===== src/rtl/set_btn_ctrl.sv =====
// Hours/minutes set-button controller.
// Synchronises and debounces the raw set buttons, then turns a press or hold
// into single-cycle increment pulses: one on press, SLOW_REPEATS repeats at
// the slow set rate, then repeats at the fast set rate until release.
// Holding both buttons locks both channels out until each is released.
module set_btn_ctrl #(
  parameter int unsigned DEBOUNCE_CNT = 8,
  parameter int unsigned SLOW_REPEATS = 4
) (
  input  logic i_clk,
  input  logic i_reset_n,
  input  logic i_debounce_stb,
  input  logic i_slow_set_stb,
  input  logic i_fast_set_stb,
  input  logic i_btn_hours,
  input  logic i_btn_minutes,
  output logic o_hours_inc,
  output logic o_minutes_inc,
  output logic o_set_active
);

  localparam int unsigned DbW     = $clog2(DEBOUNCE_CNT) + 1;
  localparam int unsigned RepBits = $clog2(SLOW_REPEATS + 1);
  localparam int unsigned RepW    = (RepBits > 0) ? RepBits : 1;

  typedef enum logic [1:0] {StIdle, StSlow, StFast, StLock} state_e;

  // Index 0 is the hours channel, index 1 the minutes channel.
  logic [1:0]     btn_raw;
  logic [1:0]     sync1_q, sync2_q;
  logic [1:0]     deb_q;
  logic [DbW-1:0] deb_cnt_q [2];

  state_e         state_q [2];
  state_e         state_d [2];
  logic [RepW-1:0] rep_q [2];
  logic [RepW-1:0] rep_d [2];
  logic [1:0]     inc_q, inc_d;
  logic           active_q, active_d;
  logic           both_held;

  assign btn_raw = {i_btn_minutes, i_btn_hours};

  // Two-flop synchroniser for the asynchronous button pins.
  always_ff @(posedge i_clk or negedge i_reset_n) begin
    if (!i_reset_n) begin
      sync1_q <= '0;
      sync2_q <= '0;
    end else begin
      sync1_q <= btn_raw;
      sync2_q <= sync1_q;
    end
  end

  // Debounce: accept a new level after DEBOUNCE_CNT consecutive differing strobe samples.
  always_ff @(posedge i_clk or negedge i_reset_n) begin
    if (!i_reset_n) begin
      deb_q <= '0;
      for (int i = 0; i < 2; i++) begin
        deb_cnt_q[i] <= '0;
      end
    end else if (i_debounce_stb) begin
      for (int i = 0; i < 2; i++) begin
        if (sync2_q[i] == deb_q[i]) begin
          deb_cnt_q[i] <= '0;
        end else if (deb_cnt_q[i] == DbW'(DEBOUNCE_CNT - 1)) begin
          deb_q[i]     <= ~deb_q[i];
          deb_cnt_q[i] <= '0;
        end else begin
          deb_cnt_q[i] <= deb_cnt_q[i] + 1'b1;
        end
      end
    end
  end

  assign both_held = &deb_q;

  // Per-channel press/repeat FSM next state and pulse decision.
  always_comb begin
    active_d = 1'b0;
    inc_d    = '0;
    for (int i = 0; i < 2; i++) begin
      state_d[i] = state_q[i];
      rep_d[i]   = rep_q[i];
      if (both_held) begin
        // Lockout overrides everything, including a pulse due this cycle.
        state_d[i] = StLock;
        rep_d[i]   = '0;
      end else begin
        unique case (state_q[i])
          StIdle: begin
            if (deb_q[i]) begin
              state_d[i] = StSlow;
              rep_d[i]   = '0;
              inc_d[i]   = 1'b1;
            end
          end
          StSlow: begin
            // A release wins over a coincident strobe.
            if (!deb_q[i]) begin
              state_d[i] = StIdle;
            end else if (i_slow_set_stb) begin
              inc_d[i] = 1'b1;
              rep_d[i] = rep_q[i] + 1'b1;
              if (rep_q[i] == RepW'(SLOW_REPEATS - 1)) begin
                state_d[i] = StFast;
              end
            end
          end
          StFast: begin
            if (!deb_q[i]) begin
              state_d[i] = StIdle;
            end else if (i_fast_set_stb) begin
              inc_d[i] = 1'b1;
            end
          end
          StLock: begin
            if (!deb_q[i]) begin
              state_d[i] = StIdle;
            end
          end
          default: begin
            state_d[i] = StIdle;
          end
        endcase
      end
      if (state_d[i] == StSlow || state_d[i] == StFast) begin
        active_d = 1'b1;
      end
    end
  end

  // FSM state, repeat counters and registered outputs.
  always_ff @(posedge i_clk or negedge i_reset_n) begin
    if (!i_reset_n) begin
      for (int i = 0; i < 2; i++) begin
        state_q[i] <= StIdle;
        rep_q[i]   <= '0;
      end
      inc_q    <= '0;
      active_q <= 1'b0;
    end else begin
      for (int i = 0; i < 2; i++) begin
        state_q[i] <= state_d[i];
        rep_q[i]   <= rep_d[i];
      end
      inc_q    <= inc_d;
      active_q <= active_d;
    end
  end

  assign o_hours_inc   = inc_q[0];
  assign o_minutes_inc = inc_q[1];
  assign o_set_active  = active_q;

endmodule


===== config.mk =====
export PLATFORM = sky130hd
export DESIGN_NAME = set_btn_ctrl
export DESIGN_NICKNAME = d
export VERILOG_FILES = /design/src/rtl/set_btn_ctrl.sv
export SDC_FILE = /design/constraint.sdc
export NUM_CORES = 1
export LEC_CHECK = 0
export ABC_AREA = 1
export CAP_MARGIN = 20
export CORE_ASPECT_RATIO = 2
export CORE_MARGIN = 2
export CORE_UTILIZATION = 38
export DETAILED_ROUTE_END_ITERATION = 16
export GPL_TIMING_DRIVEN = 0
export HOLD_SLACK_MARGIN = 0.03
export PLACE_DENSITY = 0.6
export SLEW_MARGIN = 0
export SYNTH_ARGS = -nofsm -noshare
export SYNTH_HDL_FRONTEND = slang
export SYNTH_SLANG_ARGS = --single-unit

===== constraint.sdc =====
create_clock -name i_clk -period 2.7 [get_ports i_clk]
set_input_delay 0.81 -clock i_clk [delete_from_list [all_inputs] [get_ports i_clk]]
set_output_delay 0.81 -clock i_clk [all_outputs]
set_load 0.01 [all_outputs]

; ---- Word level (Yosys, flattened, before mapping)
; Cells that the tools add are included.
; Widths: inputs -> output; s select.
[totals]
output_inout_bits = 3
in_bits = 7
wordCells = 97
register_bits = 27
[classes]
bitwise_logic = 4
eq_ne = 22
n_reduce_logical = 13
mux = 42
add_sub_neg = 4
[ops]
columns = operator, count
row1 = $mux 2, 12
row2 = $mux 3, 8
row3 = $ne 3x3->1 const B, 6
row4 = $mux 4, 4
row5 = $eq 2x2->1 const B, 6
row6 = $mux 1, 12
row7 = $pmux 2 s3, 2
row8 = $pmux 3 s2, 2
row9 = $add 4x1->4 const B, 2
row10 = $eq 2x1->1 const B, 4
row11 = $eq 4x3->1 const B, 2
row12 = $reduce_and 4->1, 2
row13 = $add 3x1->3 const B, 2
row14 = $eq 3x2->1 const B, 2
row15 = $pmux 1 s3, 2
row16 = $reduce_and 3->1, 2
row17 = $reduce_bool 3->1, 2
row18 = $logic_not 2->1, 2
row19 = $not 1->1, 4
row20 = $reduce_or 2->1, 2
row21 = $eq 1x1->1, 2
row22 = $logic_or 1x1->1, 2
row23 = $reduce_and 2->1, 1

; ---- Logic depth before layout (Yosys ltp)
; Gate-level depths: netlist of the first run.
[logic_depth]
depth_word = 10
mapped_depth = 11
depth_no_buf = 11

; ---- Worst setup path after synthesis of the first run
; Ideal clock, no wire load.
[synth_timing]
path_kind = input port to flip-flop
start = input port i_slow_set_stb
end = register active_q, in the netlist o_set_active
stages = 9
t_arrival_ns = 1.379
setup_time_ns = 0.122
n_path_buf = 1
slack_ns = 1.200
path_cell_list = buf_4 nand3_1 nand2_1 inv_1 nor2_1 nor2_1 nand2_1 nand2_1 nand2_1
[synth_between]
elab_chain_cells = 8
word_cells_on_any_way = 16
classes_between = eq/ne: 4 / mux: 10 / reduce/logical: 2
[synth_rtl]
columns = element, line_no
row1 = from (decl), 13  ; input logic i_slow_set_stb,
row2 = $mux 2, 102  ; end else if (i_slow_set_stb) begin
row3 = $mux 2, 100  ; if (!deb_q[i]) begin
row4 = $pmux 2 s3, 90  ; unique case (state_q[i])
row5 = $mux 2, 85  ; if (both_held) begin
row6 = $eq 2x1->1 / $eq 2x2->1 (equally long branches), 127  ; if (state_d[i] == StSlow || state_d[i] == StFast) begin
row7 = $logic_or 1x1->1, 127
row8 = $mux 1, 127
row9 = $mux 1 (*), 127
row10 = net active_d, 39  ; logic active_q, active_d;
row11 = to (signal assigned), 148  ; active_q <= active_d;
row12 = to (decl), 39
; The timed path passes the listed nets; every way through them passes the cells marked *.
; A chain may end at the register's enable or synchronous reset.

; ---- Worst setup path in the final report of the first run
[layout_timing]
start = register active_q, in the netlist o_set_active
end = output port o_set_active
[layout_lines]
columns = element, line_no
row1 = to (decl), 19  ; output logic o_set_active
; No word-level cell between the ends.

==> results of run 1 <==
-- sequential cells by signal, summed over array words and instances (netlist names) --
register	flops
inc_q	2
o_set_active	1
sync2_q	2
rep_q	6
deb_q	2
sync1_q	2
deb_cnt_q	8
state_q	4
-- stage by stage --
step | util | power, mW
CTS | 0.443 | 1.48
floorplan | - | 1.06
global route | 0.443 | 1.59
detailed placement | 0.432 | 1.24
finish | 0.443 | 1.45
global placement | 0.425 | 1.21
-- layer usage --
layer / wire (um) / vias to the layer above
met5: 0 / -
met3: 59 / 4
met2: 1640 / 13
met1: 1120 / 573
met4: 52 / 0
li1: - / 592
-- worst register-to-register path, stage by stage, from the launching register on --
cell,delay [ns]
dfrtp_1,0.44
inv_1,0.11
ha_1,0.25
nor2_1,0.14
nand2_1,0.09
nand3_1,0.09
nand2_1,0.08
xnor2_1,0.21
nand2_1,0.07
-- power by group through the flow --
stage / registers (mW) / clock network, mW / logic (mW)
after floorplan: 0.555 / 0 / 0.508
after global placement: 0.564 / 0 / 0.644
after detailed placement: 0.569 / 0 / 0.674
after CTS: 0.562 / 0.241 / 0.675
after global routing: 0.573 / 0.253 / 0.759
final: 0.562 / 0.227 / 0.663
-- layout by cell type (no fill, tap or decap), types with 3 or more instances in the layout --
cell type,n
a21oi_1,4
clkbuf_8,3
clkdlybuf4s50_1,8
dfrtp_1,27
ha_1,16
inv_1,23
nand2_1,40
nand3_1,10
nor2_1,9
o21ai_0,7
xor2_1,4
-- cell type report --
cell class,instances,share of cell area
inverters,27,0.0621
clock buffers,4,0.0251
plain buffers,3,0.0167
well taps,52,0.0363
multi-input cells,118,0.423
repair buffers,9,0.0600
flip-flops and latches,27,0.377
-- worst paths after layout --
| path | start | to | slack, ns | cells after the start |
|---|---|---|---|---|
| setup / recovery | o_set_active | o_set_active | 0.75 | 1 |
| hold / removal | sync1_q[0] | sync2_q[0] | 0.36 | 0 |
| setup reg to reg | state_q[0] | o_set_active | 1.13 | 8 |
| hold reg to reg | sync1_q[0] | sync2_q[0] | 0.36 | 0 |
| max in group asynchronous | i_reset_n | deb_cnt_q[4] | 1.24 | 2 |
| min in group asynchronous | i_reset_n | rep_q[3] | 0.95 | 1 |
-- cell families (layout without fill, tap and decap cells) --
group,Yosys count,in the layout
simple gates,69,69
buf+inv,30,43
compound gates,27,27
flops,27,27
fa+ha+maj,16,16
xor+xnor,6,6
==> impl_metrics.tcl, run 1 <==
set metrics [dict create \
    pwr-share-clk 0.156 \
    io_buffers 8 \
    path_cells "clkdlybuf4s50_1" \
    fin_crit_ns 1.95 \
    cts_setup_buffers 0 \
    dp.cells 236 \
    final_hold_viol_count 0 \
    grt_max_degree 16 \
    hpwl_mm 2.33 \
    hp-class "reg2reg" \
    grt_pass1_vias 1254 \
    synth_compound_area_frac 0.121 \
    cts.sinks 27 \
    place_ws_ns 0.638 \
    drive_gt1_frac 0.122 \
    crit_type "reg2out" \
    die_w_um 49.5 \
    synth.most_common_cell "nand2_1" \
    synthSimpleGateAreaFrac 0.201 \
    fillers 420 \
    clock.fmax_mhz 512 \
    status "completed" \
    dr.pass1.iters 6 \
    synthTopCellsByArea "dfrtp_1, ha_1, nand2_1" \
    place_congestion 0.801 \
    irDropWorstVdd_uv 352 \
    yosysTopAreaCellShare 0.429 \
    place_area_um2 1750 \
    syn_inst 175 \
    syn_avg_cell_area_um2 9.01 \
    synth_common_cells "nand2_1, dfrtp_1, inv_1, ha_1, nand3_1" \
    grt_use_met2 0.279 \
    die_h_um 95.1 \
    arrival_ns 1.14 \
    tns_ns 0 \
    max-cap-violations 0 \
    clk_path_buf_depth 2 \
    ys_ff_latch 27 \
    met1_usage 0.155 \
    cts.repair.resized 0 \
    post_drt_via_cell_ratio 4.93 \
    power_frac_comb 0.457 \
    route.detailed.drc 0 \
    die-area_um2 4710 \
    synth_ff_type "dfrtp_1" \
    slowest_stage "clkdlybuf4s50_1" \
    critPathCaptureType "primary output" \
    period_share 0.724 \
    n_antenna_cell 0 \
    synth_edf_count 0 \
    power.density_nw_per_um2 809 \
    yosysTopAreaCell "dfrtp_1" \
    grt-busiest-layer "met2" \
    yosysUniqueCellTypes 31 \
    crit_fanout 1 \
    finalSetupViolations 0 \
    worst_pin_slew_ns 0.697 \
    synthAdderAreaFrac 0.127 \
    cts-hold-fix-buffers 0 \
    p_leak_nw 0.881 \
    synth_nets 198 \
    fp-row-count 33 \
    ctsRootBufferMaster "clkbuf_8" \
    relSlewSlack 0.534 \
    multi_input_area_um2 759 \
    p_int_mw 0.860 \
    ys_async_sr_fraction 1.00 \
    switching_share 0.408 \
    switchingPower_mw 0.592 \
    max_stage_delay_ns 0.53 \
    final-seq-area_um2 676 \
    clkLatencyLatePin_ns 0.27 \
    drt-total-wl_mm 2.87 \
    yosys_warnings 0 \
    grt_first_pass_wirelength_mm 5.31 \
    rsz0062_at_grt "false" \
    grt.total_usage 0.143 \
    met3_usage 0.00940 \
    antenna_found_initial 0 \
    holdWs_ns 0.358 \
    final_area_um2 1790 \
    slew_viol_final 0 \
    cts.clk_slew.worst_paths_ns 0.09 \
    synth-xor-area-share 0.0333 \
    synthMuxAreaShare 0 \
    io_pins 10 \
    initial_core_util 0.390 \
    stdcell_count 240 \
    wl_per_cell_um 12.0 \
    critPathLaunchType "flip-flop" \
    cts_tree "yes" \
    core_um2 4050 \
    critPathTopFamily "buffers and inverters" \
    cp.required_ns 1.89 \
    layout.nets 212 \
    pwr-share-seq 0.387 \
    setup_ws_ns 0.746 \
    numCtsBuffers 3 \
    synth_top_family_by_area "simple AND/OR/NAND/NOR gates" \
    crit_buf_inv 1 \
    drtAntennaViolNets 0 \
    syn2layout_area_growth_pct 13.8 \
    htreeDepth 1 \
    syn_area_um2 1580 \
    yosysSeqAreaShare 0.429 \
    dr_total_vias 1182 \
    overflow 0 \
    finalClockSkew_ns 0.00572 \
    drt-initial-drc-count 12 \
]
Note: power is estimated with default switching activity, not from simulation.
==> inputs of run 2 (changes only) <==
==> constraint.sdc (replaced) <==
create_clock -name i_clk -period 2 [get_ports i_clk]
set_input_delay 0.6 -clock i_clk [delete_from_list [all_inputs] [get_ports i_clk]]
set_output_delay 0.6 -clock i_clk [all_outputs]
set_load 0.01 [all_outputs]
==> results of run 2 <==
Same layout as run 1 (identical final DEF). Status: completed.
Main changes from that run: setup slack after placement 0.638 ns -> 0.148 ns; setup slack after layout 0.746 ns -> 0.256 ns; register-to-register setup slack 1.13 ns -> 0.43 ns; total power 1.45 mW -> 1.96 mW; worst IR drop on VDD 352 uV -> 475 uV
==> inputs of run 3 (changes only) <==
==> constraint.sdc (replaced) <==
create_clock -name i_clk -period 1.89 [get_ports i_clk]
set_input_delay 0.567 -clock i_clk [delete_from_list [all_inputs] [get_ports i_clk]]
set_output_delay 0.567 -clock i_clk [all_outputs]
set_load 0.01 [all_outputs]
==> results of run 3 <==
Same layout as run 1 (identical final DEF). Status: completed.
Main changes from that run: setup slack after placement 0.638 ns -> 0.0715 ns; setup slack after layout 0.746 ns -> 0.179 ns; register-to-register setup slack 1.13 ns -> 0.32 ns; total power 1.45 mW -> 2.07 mW; worst IR drop on VDD 352 uV -> 503 uV
